$ cat src/rtl/pipe_ctrl_if.sv
`default_nettype none
// ============================================================================
//  Module      : pipe_ctrl_if
//  Description : Bundle of per-stage instruction fields, the start pulse and
//                the stage-register controls exchanged between the Y86-64
//                pipeline datapath (master) and pipe_ctrl (slave).
//  Revision    : 1.0 - initial release
// ============================================================================
interface pipe_ctrl_if;
    // Pipeline fields and start pulse, driven by the datapath
    logic        go;
    logic [3:0]  d_icode;
    logic [3:0]  d_srcA;
    logic [3:0]  d_srcB;
    logic [3:0]  e_icode;
    logic [3:0]  e_dstM;
    logic        e_cnd;
    logic [3:0]  m_icode;
    logic [2:0]  m_stat;
    logic [2:0]  w_stat;
    logic [3:0]  w_icode;

    // Stage-register controls and status, driven by pipe_ctrl
    logic        f_stall;
    logic        d_stall;
    logic        d_bubble;
    logic        e_bubble;
    logic        m_bubble;
    logic        w_stall;
    logic        cc_en;
    logic        halted;
    logic [2:0]  final_stat;
    logic [31:0] cyc_cnt;
    logic [31:0] ret_cnt;
    logic [31:0] lu_cnt;
    logic [31:0] mp_cnt;

    modport master (
        output go, d_icode, d_srcA, d_srcB, e_icode, e_dstM, e_cnd,
               m_icode, m_stat, w_stat, w_icode,
        input  f_stall, d_stall, d_bubble, e_bubble, m_bubble, w_stall,
               cc_en, halted, final_stat, cyc_cnt, ret_cnt, lu_cnt, mp_cnt
    );

    modport slave (
        input  go, d_icode, d_srcA, d_srcB, e_icode, e_dstM, e_cnd,
               m_icode, m_stat, w_stat, w_icode,
        output f_stall, d_stall, d_bubble, e_bubble, m_bubble, w_stall,
               cc_en, halted, final_stat, cyc_cnt, ret_cnt, lu_cnt, mp_cnt
    );
endinterface
`default_nettype wire

$ cat src/rtl/pipe_ctrl.sv
`default_nettype none
// ============================================================================
//  Module      : pipe_ctrl
//  Description : Y86-64 five-stage pipeline control. Produces stall/bubble
//                controls for the F/D/E/M/W registers, gates the condition
//                code write, and runs an IDLE/RUN/HALTED sequencer that keeps
//                the pipe bubbling until 'go' and freezes it once a non-AOK
//                status reaches write-back.
//                Optional macro PIPE_PERF_CNT_EN builds four 32-bit
//                performance counters; without it the counter outputs are 0.
//  Revision    : 1.0 - initial release
// ============================================================================
module pipe_ctrl (
    input  logic       clk,
    input  logic       rst,
    pipe_ctrl_if.slave bus
);

    // Instruction codes
    localparam logic [3:0] C_I_NOP    = 4'h1;
    localparam logic [3:0] C_I_MRMOVQ = 4'h5;
    localparam logic [3:0] C_I_OPQ    = 4'h6;
    localparam logic [3:0] C_I_JXX    = 4'h7;
    localparam logic [3:0] C_I_RET    = 4'h9;
    localparam logic [3:0] C_I_POPQ   = 4'hB;

    // Status codes and "no register"
    localparam logic [2:0] C_S_AOK = 3'd1;
    localparam logic [2:0] C_S_HLT = 3'd2;
    localparam logic [2:0] C_S_ADR = 3'd3;
    localparam logic [2:0] C_S_INS = 3'd4;
    localparam logic [3:0] C_RNONE = 4'hF;

    typedef enum logic [1:0] {
        S_IDLE   = 2'd0,
        S_RUN    = 2'd1,
        S_HALTED = 2'd2
    } state_t;

    state_t     r_state;
    logic       r_halted;
    logic [2:0] r_final_stat;

    logic w_load_use;
    logic w_ret_in;
    logic w_mispred;
    logic w_m_exc;
    logic w_w_exc;

    logic w_f_stall;
    logic w_d_stall;
    logic w_d_bubble;
    logic w_e_bubble;
    logic w_m_bubble;
    logic w_w_stall;
    logic w_cc_en;

    // Hazard detection from the current per-stage fields
    always_comb begin
        w_load_use = ((bus.e_icode == C_I_MRMOVQ) || (bus.e_icode == C_I_POPQ)) &&
                     (bus.e_dstM != C_RNONE) &&
                     ((bus.e_dstM == bus.d_srcA) || (bus.e_dstM == bus.d_srcB));
        w_ret_in   = (bus.d_icode == C_I_RET) || (bus.e_icode == C_I_RET) ||
                     (bus.m_icode == C_I_RET);
        w_mispred  = (bus.e_icode == C_I_JXX) && !bus.e_cnd;
        w_m_exc    = (bus.m_stat == C_S_HLT) || (bus.m_stat == C_S_ADR) ||
                     (bus.m_stat == C_S_INS);
        w_w_exc    = (bus.w_stat == C_S_HLT) || (bus.w_stat == C_S_ADR) ||
                     (bus.w_stat == C_S_INS);
    end

    // Stage controls: hazard-driven in RUN, fixed bubble/freeze patterns otherwise.
    // d_bubble is masked by load_use so a D stall always wins over a D bubble.
    always_comb begin
        w_f_stall  = 1'b1;
        w_d_stall  = 1'b0;
        w_d_bubble = 1'b1;
        w_e_bubble = 1'b1;
        w_m_bubble = 1'b1;
        w_w_stall  = 1'b0;
        w_cc_en    = 1'b0;
        case (r_state)
            S_RUN: begin
                w_f_stall  = w_load_use | w_ret_in;
                w_d_stall  = w_load_use;
                w_d_bubble = w_mispred | (w_ret_in & ~w_load_use);
                w_e_bubble = w_mispred | w_load_use;
                w_m_bubble = w_m_exc | w_w_exc;
                w_w_stall  = w_w_exc;
                w_cc_en    = (bus.e_icode == C_I_OPQ) & ~w_m_exc & ~w_w_exc;
            end
            S_HALTED: begin
                w_w_stall  = 1'b1;
            end
            default: begin
                w_w_stall  = 1'b0;
            end
        endcase
    end

    assign bus.f_stall    = w_f_stall;
    assign bus.d_stall    = w_d_stall;
    assign bus.d_bubble   = w_d_bubble;
    assign bus.e_bubble   = w_e_bubble;
    assign bus.m_bubble   = w_m_bubble;
    assign bus.w_stall    = w_w_stall;
    assign bus.cc_en      = w_cc_en;
    assign bus.halted     = r_halted;
    assign bus.final_stat = r_final_stat;

    // Run/halt sequencer; the halting status is captured on the halting edge
    always_ff @(posedge clk or posedge rst) begin
        if (rst) begin
            r_state      <= S_IDLE;
            r_halted     <= 1'b0;
            r_final_stat <= C_S_AOK;
        end else begin
            case (r_state)
                S_IDLE: begin
                    if (bus.go) begin
                        r_state <= S_RUN;
                    end
                end
                S_RUN: begin
                    if (w_w_exc) begin
                        r_state      <= S_HALTED;
                        r_halted     <= 1'b1;
                        r_final_stat <= bus.w_stat;
                    end
                end
                S_HALTED: begin
                    r_state <= S_HALTED;
                end
                default: begin
                    r_state <= S_IDLE;
                end
            endcase
        end
    end

`ifdef PIPE_PERF_CNT_EN
    logic [31:0] r_cyc_cnt;
    logic [31:0] r_ret_cnt;
    logic [31:0] r_lu_cnt;
    logic [31:0] r_mp_cnt;
    logic        w_retire;

    assign w_retire = (bus.w_icode != C_I_NOP) & ~w_w_exc & ~w_w_stall;

    // Performance counters: cleared on start, counting only while running
    always_ff @(posedge clk or posedge rst) begin
        if (rst) begin
            r_cyc_cnt <= 32'd0;
            r_ret_cnt <= 32'd0;
            r_lu_cnt  <= 32'd0;
            r_mp_cnt  <= 32'd0;
        end else if ((r_state == S_IDLE) && bus.go) begin
            r_cyc_cnt <= 32'd0;
            r_ret_cnt <= 32'd0;
            r_lu_cnt  <= 32'd0;
            r_mp_cnt  <= 32'd0;
        end else if (r_state == S_RUN) begin
            r_cyc_cnt <= r_cyc_cnt + 32'd1;
            if (w_retire) begin
                r_ret_cnt <= r_ret_cnt + 32'd1;
            end
            if (w_load_use) begin
                r_lu_cnt <= r_lu_cnt + 32'd1;
            end
            if (w_mispred) begin
                r_mp_cnt <= r_mp_cnt + 32'd1;
            end
        end
    end

    assign bus.cyc_cnt = r_cyc_cnt;
    assign bus.ret_cnt = r_ret_cnt;
    assign bus.lu_cnt  = r_lu_cnt;
    assign bus.mp_cnt  = r_mp_cnt;
`else
    // Write-back icode only feeds the retire counter, absent in this build
    logic w_unused_w_icode;
    assign w_unused_w_icode = &{1'b0, bus.w_icode};

    assign bus.cyc_cnt = 32'd0;
    assign bus.ret_cnt = 32'd0;
    assign bus.lu_cnt  = 32'd0;
    assign bus.mp_cnt  = 32'd0;
`endif

endmodule
`default_nettype wire

$ cat src/flat_wrapper.sv
// flat-port wrapper written by rule: the top's interface ports become plain ports
module pipe_ctrl_flat 
  (clk, rst, bus_go, bus_d_icode, bus_d_srcA, bus_d_srcB, bus_e_icode, bus_e_dstM, bus_e_cnd, bus_m_icode, bus_m_stat, bus_w_stat, bus_w_icode, bus_f_stall, bus_d_stall, bus_d_bubble, bus_e_bubble, bus_m_bubble, bus_w_stall, bus_cc_en, bus_halted, bus_final_stat, bus_cyc_cnt, bus_ret_cnt, bus_lu_cnt, bus_mp_cnt);
  pipe_ctrl_if bus_i ();
  input  logic clk;
  input  logic rst;
  input wire logic [$bits(bus_i.go)-1:0] bus_go;
  input wire logic [$bits(bus_i.d_icode)-1:0] bus_d_icode;
  input wire logic [$bits(bus_i.d_srcA)-1:0] bus_d_srcA;
  input wire logic [$bits(bus_i.d_srcB)-1:0] bus_d_srcB;
  input wire logic [$bits(bus_i.e_icode)-1:0] bus_e_icode;
  input wire logic [$bits(bus_i.e_dstM)-1:0] bus_e_dstM;
  input wire logic [$bits(bus_i.e_cnd)-1:0] bus_e_cnd;
  input wire logic [$bits(bus_i.m_icode)-1:0] bus_m_icode;
  input wire logic [$bits(bus_i.m_stat)-1:0] bus_m_stat;
  input wire logic [$bits(bus_i.w_stat)-1:0] bus_w_stat;
  input wire logic [$bits(bus_i.w_icode)-1:0] bus_w_icode;
  output wire logic [$bits(bus_i.f_stall)-1:0] bus_f_stall;
  output wire logic [$bits(bus_i.d_stall)-1:0] bus_d_stall;
  output wire logic [$bits(bus_i.d_bubble)-1:0] bus_d_bubble;
  output wire logic [$bits(bus_i.e_bubble)-1:0] bus_e_bubble;
  output wire logic [$bits(bus_i.m_bubble)-1:0] bus_m_bubble;
  output wire logic [$bits(bus_i.w_stall)-1:0] bus_w_stall;
  output wire logic [$bits(bus_i.cc_en)-1:0] bus_cc_en;
  output wire logic [$bits(bus_i.halted)-1:0] bus_halted;
  output wire logic [$bits(bus_i.final_stat)-1:0] bus_final_stat;
  output wire logic [$bits(bus_i.cyc_cnt)-1:0] bus_cyc_cnt;
  output wire logic [$bits(bus_i.ret_cnt)-1:0] bus_ret_cnt;
  output wire logic [$bits(bus_i.lu_cnt)-1:0] bus_lu_cnt;
  output wire logic [$bits(bus_i.mp_cnt)-1:0] bus_mp_cnt;
  assign bus_i.go = bus_go;
  assign bus_i.d_icode = bus_d_icode;
  assign bus_i.d_srcA = bus_d_srcA;
  assign bus_i.d_srcB = bus_d_srcB;
  assign bus_i.e_icode = bus_e_icode;
  assign bus_i.e_dstM = bus_e_dstM;
  assign bus_i.e_cnd = bus_e_cnd;
  assign bus_i.m_icode = bus_m_icode;
  assign bus_i.m_stat = bus_m_stat;
  assign bus_i.w_stat = bus_w_stat;
  assign bus_i.w_icode = bus_w_icode;
  assign bus_f_stall = bus_i.f_stall;
  assign bus_d_stall = bus_i.d_stall;
  assign bus_d_bubble = bus_i.d_bubble;
  assign bus_e_bubble = bus_i.e_bubble;
  assign bus_m_bubble = bus_i.m_bubble;
  assign bus_w_stall = bus_i.w_stall;
  assign bus_cc_en = bus_i.cc_en;
  assign bus_halted = bus_i.halted;
  assign bus_final_stat = bus_i.final_stat;
  assign bus_cyc_cnt = bus_i.cyc_cnt;
  assign bus_ret_cnt = bus_i.ret_cnt;
  assign bus_lu_cnt = bus_i.lu_cnt;
  assign bus_mp_cnt = bus_i.mp_cnt;
  pipe_ctrl u_core (.clk(clk), .rst(rst), .bus(bus_i));
endmodule
$ cat config.mk
export PLATFORM = sky130hd
export DESIGN_NAME = pipe_ctrl_flat
export DESIGN_NICKNAME = d
export VERILOG_FILES = /design/src/rtl/pipe_ctrl_if.sv /design/src/rtl/pipe_ctrl.sv /design/src/flat_wrapper.sv
export SDC_FILE = /design/constraint.sdc
export NUM_CORES = 1
export LEC_CHECK = 0
export BUFFER_PORTS_ARGS = -buffer_cell sky130_fd_sc_hd__buf_2
export CAP_MARGIN = 20
export CORE_MARGIN = 1
export CORE_UTILIZATION = 35
export CTS_CLUSTER_SIZE = 14
export DETAILED_ROUTE_END_ITERATION = 8
export PLACE_DENSITY = 0.9
export SYNTH_ARGS = -nofsm -noshare
export SYNTH_HDL_FRONTEND = slang
export SYNTH_SLANG_ARGS = --single-unit
$ cat constraint.sdc
create_clock -name clk -period 1.7 [get_ports clk]
set_input_delay 0.34 -clock clk [delete_from_list [all_inputs] [get_ports clk]]
set_output_delay 0.34 -clock clk [all_outputs]
set_load 0.02 [all_outputs]
==> reports/metrics.yaml <==
detailed_routing:
  vias_per_cell: 3.45
  firstDrtPassIters: 4
  num_vias: 1068
  routed_wl_mm: 2.64
  avgRoutedWirePerCell_um: 8.53
  drt_iter0_markers: 25
  drc: 0
  postRouteAntennaNets: 0
sta:
  setup_viol: 5
  rsz0062_at_grt: "true"
  fin_ws_ns: -0.0864
  finClkSkew_ns: 0.00151
  fin_crit_ns: 1.79
  finalHoldViolations: 0
  finalMaxSlewViolations: 0
  min_period_over_period: 1.05
  final.setup.tns_ns: -0.284
  max_freq_mhz: 560
worst_setup_path:
  timing.rr.start: "u_core.r_state[0]$_DFFE_PP0P_"
  r2r-end: "u_core.r_state[1]$_DFFE_PP0P_"
  path_buf_inv: 2
  crit_slowest_cell: "or3b_4"
  critPathCaptureType: "output pin"
  crit_family: "compound AO/OA/AOI/OAI gates"
  required_ns: 1.36
  crit_fanout: 4
  critPathMaxStageDelay_ns: 0.39
  rrSetupSlack_ns: 0.26
  reg2regPathDepth: 5
  start_kind: "primary input"
  worstSetupPathType: "primary input to output pin"
  worstPathArrival_ns: 1.45
  crit_chain: "buf_6 -> or3b_4 -> a211oi_4 -> o211a_1 -> a21oi_1 -> buf_4"
clock_network:
  hold_buffers: 0
  htree_levels: 1
  clk_pin_slew_worst_paths_ns: 0.04
  clk_latency_ns: 0.22
  tritoncts: "built"
  cts_buffers: 3
  clk_path_buf_depth: 2
  clkSinkCount: 6
  clock-root-buffer: "clkbuf_8"
yosys:
  synth_common_cells: "buf_4 (128), xor2_1 (9), inv_1 (8)"
  synth_top_area_share: 0.621
  avgSynthCellArea_um2: 7.82
  yosysWarnings: 0
  synth_area_leader_cell: "buf_4"
  yosysSeqAreaShare: 0.0978
  synth_area_leaders: "buf_4 (62%), dfrtp_1 (8.1%), xor2_1 (5.1%), ha_1 (2.4%), a21oi_1 (1.9%)"
  synth_top_flop_cell: "dfrtp_1"
  ys_seq_elements: 6
  synth_cell_type_count: 33
  synth_edf_count: 0
  syn_area_mm2: 0.00155
  netlist_instances: 198
  async_flop_share: 1.00
  yosysMostFrequentCell: "buf_4"
floorplanning:
  start_util: 0.376
  die_h_um: 68.5
  rows: 23
  ios: 177
  core-area_mm2: 0.00412
  die-area_mm2: 0.00469
  fp.dieW_um: 68.5
finish:
  nets: 302
  final_cells: 310
  final_layout_size_suffix_gt1_frac: 0.304
  final_core_util: 0.398
  area_growth_pct: 5.82
  antennaDiodeCount: 0
grt:
  grt_pass1_vias: 824
  grt_pass1_wl_mm: 3.73
  grtUsageTotal: 0.109
  grt_max_degree: 8
  grt_antenna_before_repair: 0
  overflow: 0
place:
  io_buffers: 44
  place_inst: 298
  pre_cts_slack_ns: -0.134
  hpwl_mm: 2.18
  gp_congestion: 0.728
power:
  peakVddDrop_mv: 0.436
  power.total_mw: 1.53
  power.leakage_nw: 0.995
  power-per-cell-area_mw_per_mm2: 936
run_status:
  failed_checks: "negative setup slack"
  status: "finished, violations left"
flow_run:
  max_cap_violations: 0
worst_hold_path:
  hold_path_class: "primary input to async pin"
per-layer routing:
metal  routed length (um)  part of all wire  vias to the layer above  GRT usage
met5                    0                 0                        -          0
met4                    2           0.00076                        0     0.0130
met3                  306              0.12                        2     0.0428
met2                 1530              0.58                       97      0.210
met1                  808              0.31                      471      0.113
li1                     -                 -                      498          -
power breakdown:
group,internal [mW],switching [mW]
Clock,0.162,0.0652
Sequential,0.207,0.0370
Combinational,0.427,0.635
stage by stage:
stage,hold WS [ns],area [um^2]
after floorplan,0.130,2040
after global placement,0.260,1420
after detailed placement,0.266,1420
after CTS,0.0330,1560
after global routing,0.0475,1640
final,0.0239,1640
logic make-up after synthesis:
logic type,synth area share
XOR/XNOR,0.0509
flip-flops,0.0978
multiplexers,0.0137
other,0.00242
adder cells (fa/ha/maj),0.0243
buffers and inverters,0.643
AO/OA/AOI/OAI,0.0744
AND/OR/NAND/NOR,0.0938
how the worst max path moves through the flow:
stage	startpoint	to	slack [ns]	cells after the start
2_1_floorplan	u_core.r_state[1]$_DFFE_PP0P_	bus_cc_en	0.004	6
3_3_place_gp	bus_e_icode[1]	bus_d_bubble	-0.12	6
3_5_place_dp	bus_e_icode[1]	bus_d_stall	-0.13	6
4_1_cts	bus_e_icode[3]	bus_d_bubble	-0.08	6
5_1_grt	u_core.r_state[0]$_DFFE_PP0P_	bus_d_bubble	-0.18	6
6_report	bus_e_icode[3]	bus_d_bubble	-0.09	6
cell type report:
class | count | area (um^2)
Inverter | 8 | 30.0
Multi-Input combinational cell | 182 | 957
Sequential cell | 6 | 151
Tap cell | 50 | 62.6
Clock buffer | 4 | 45.0
Fill cell | 442 | 2480
Timing Repair Buffer | 60 | 392
state kept, by name, indices dropped and copies added, names as in the netlist:
signal	cells
u_core.bus.final_stat	3
u_core.r_state	2
u_core.bus.halted	1
what timing repair did:
item                                    4_1_cts  5_1_grt
hold endpoints to repair                      0        0
endpoints found under the setup margin        7        6
buffers inserted                              6        2
gates resized for setup                      16       13
pin swaps                                     5        3
layout by cell type, fill, tap and decap left out, types with 2 or more instances in the layout:
master	instances
a21oi_1	5
nand2b_1	2
dfrtp_1	5
o211a_1	2
buf_6	9
xor2_1	9
clkbuf_8	3
ha_4	2
nand3_1	2
inv_2	2
nand2_2	2
nor4bb_1	2
conb_1	128
buf_2	37
nand3b_1	2
nor2_1	5
buf_4	14
inv_1	6
worst reg2reg max path, cell delays in order, from the launching register on:
cell and delay, ns:
dfrtp_1 0.41, ha_4 0.18, o211a_1 0.13, buf_4 0.15
a21oi_1 0.13, mux2_1 0.33
(Power assumes the default switching activity.)
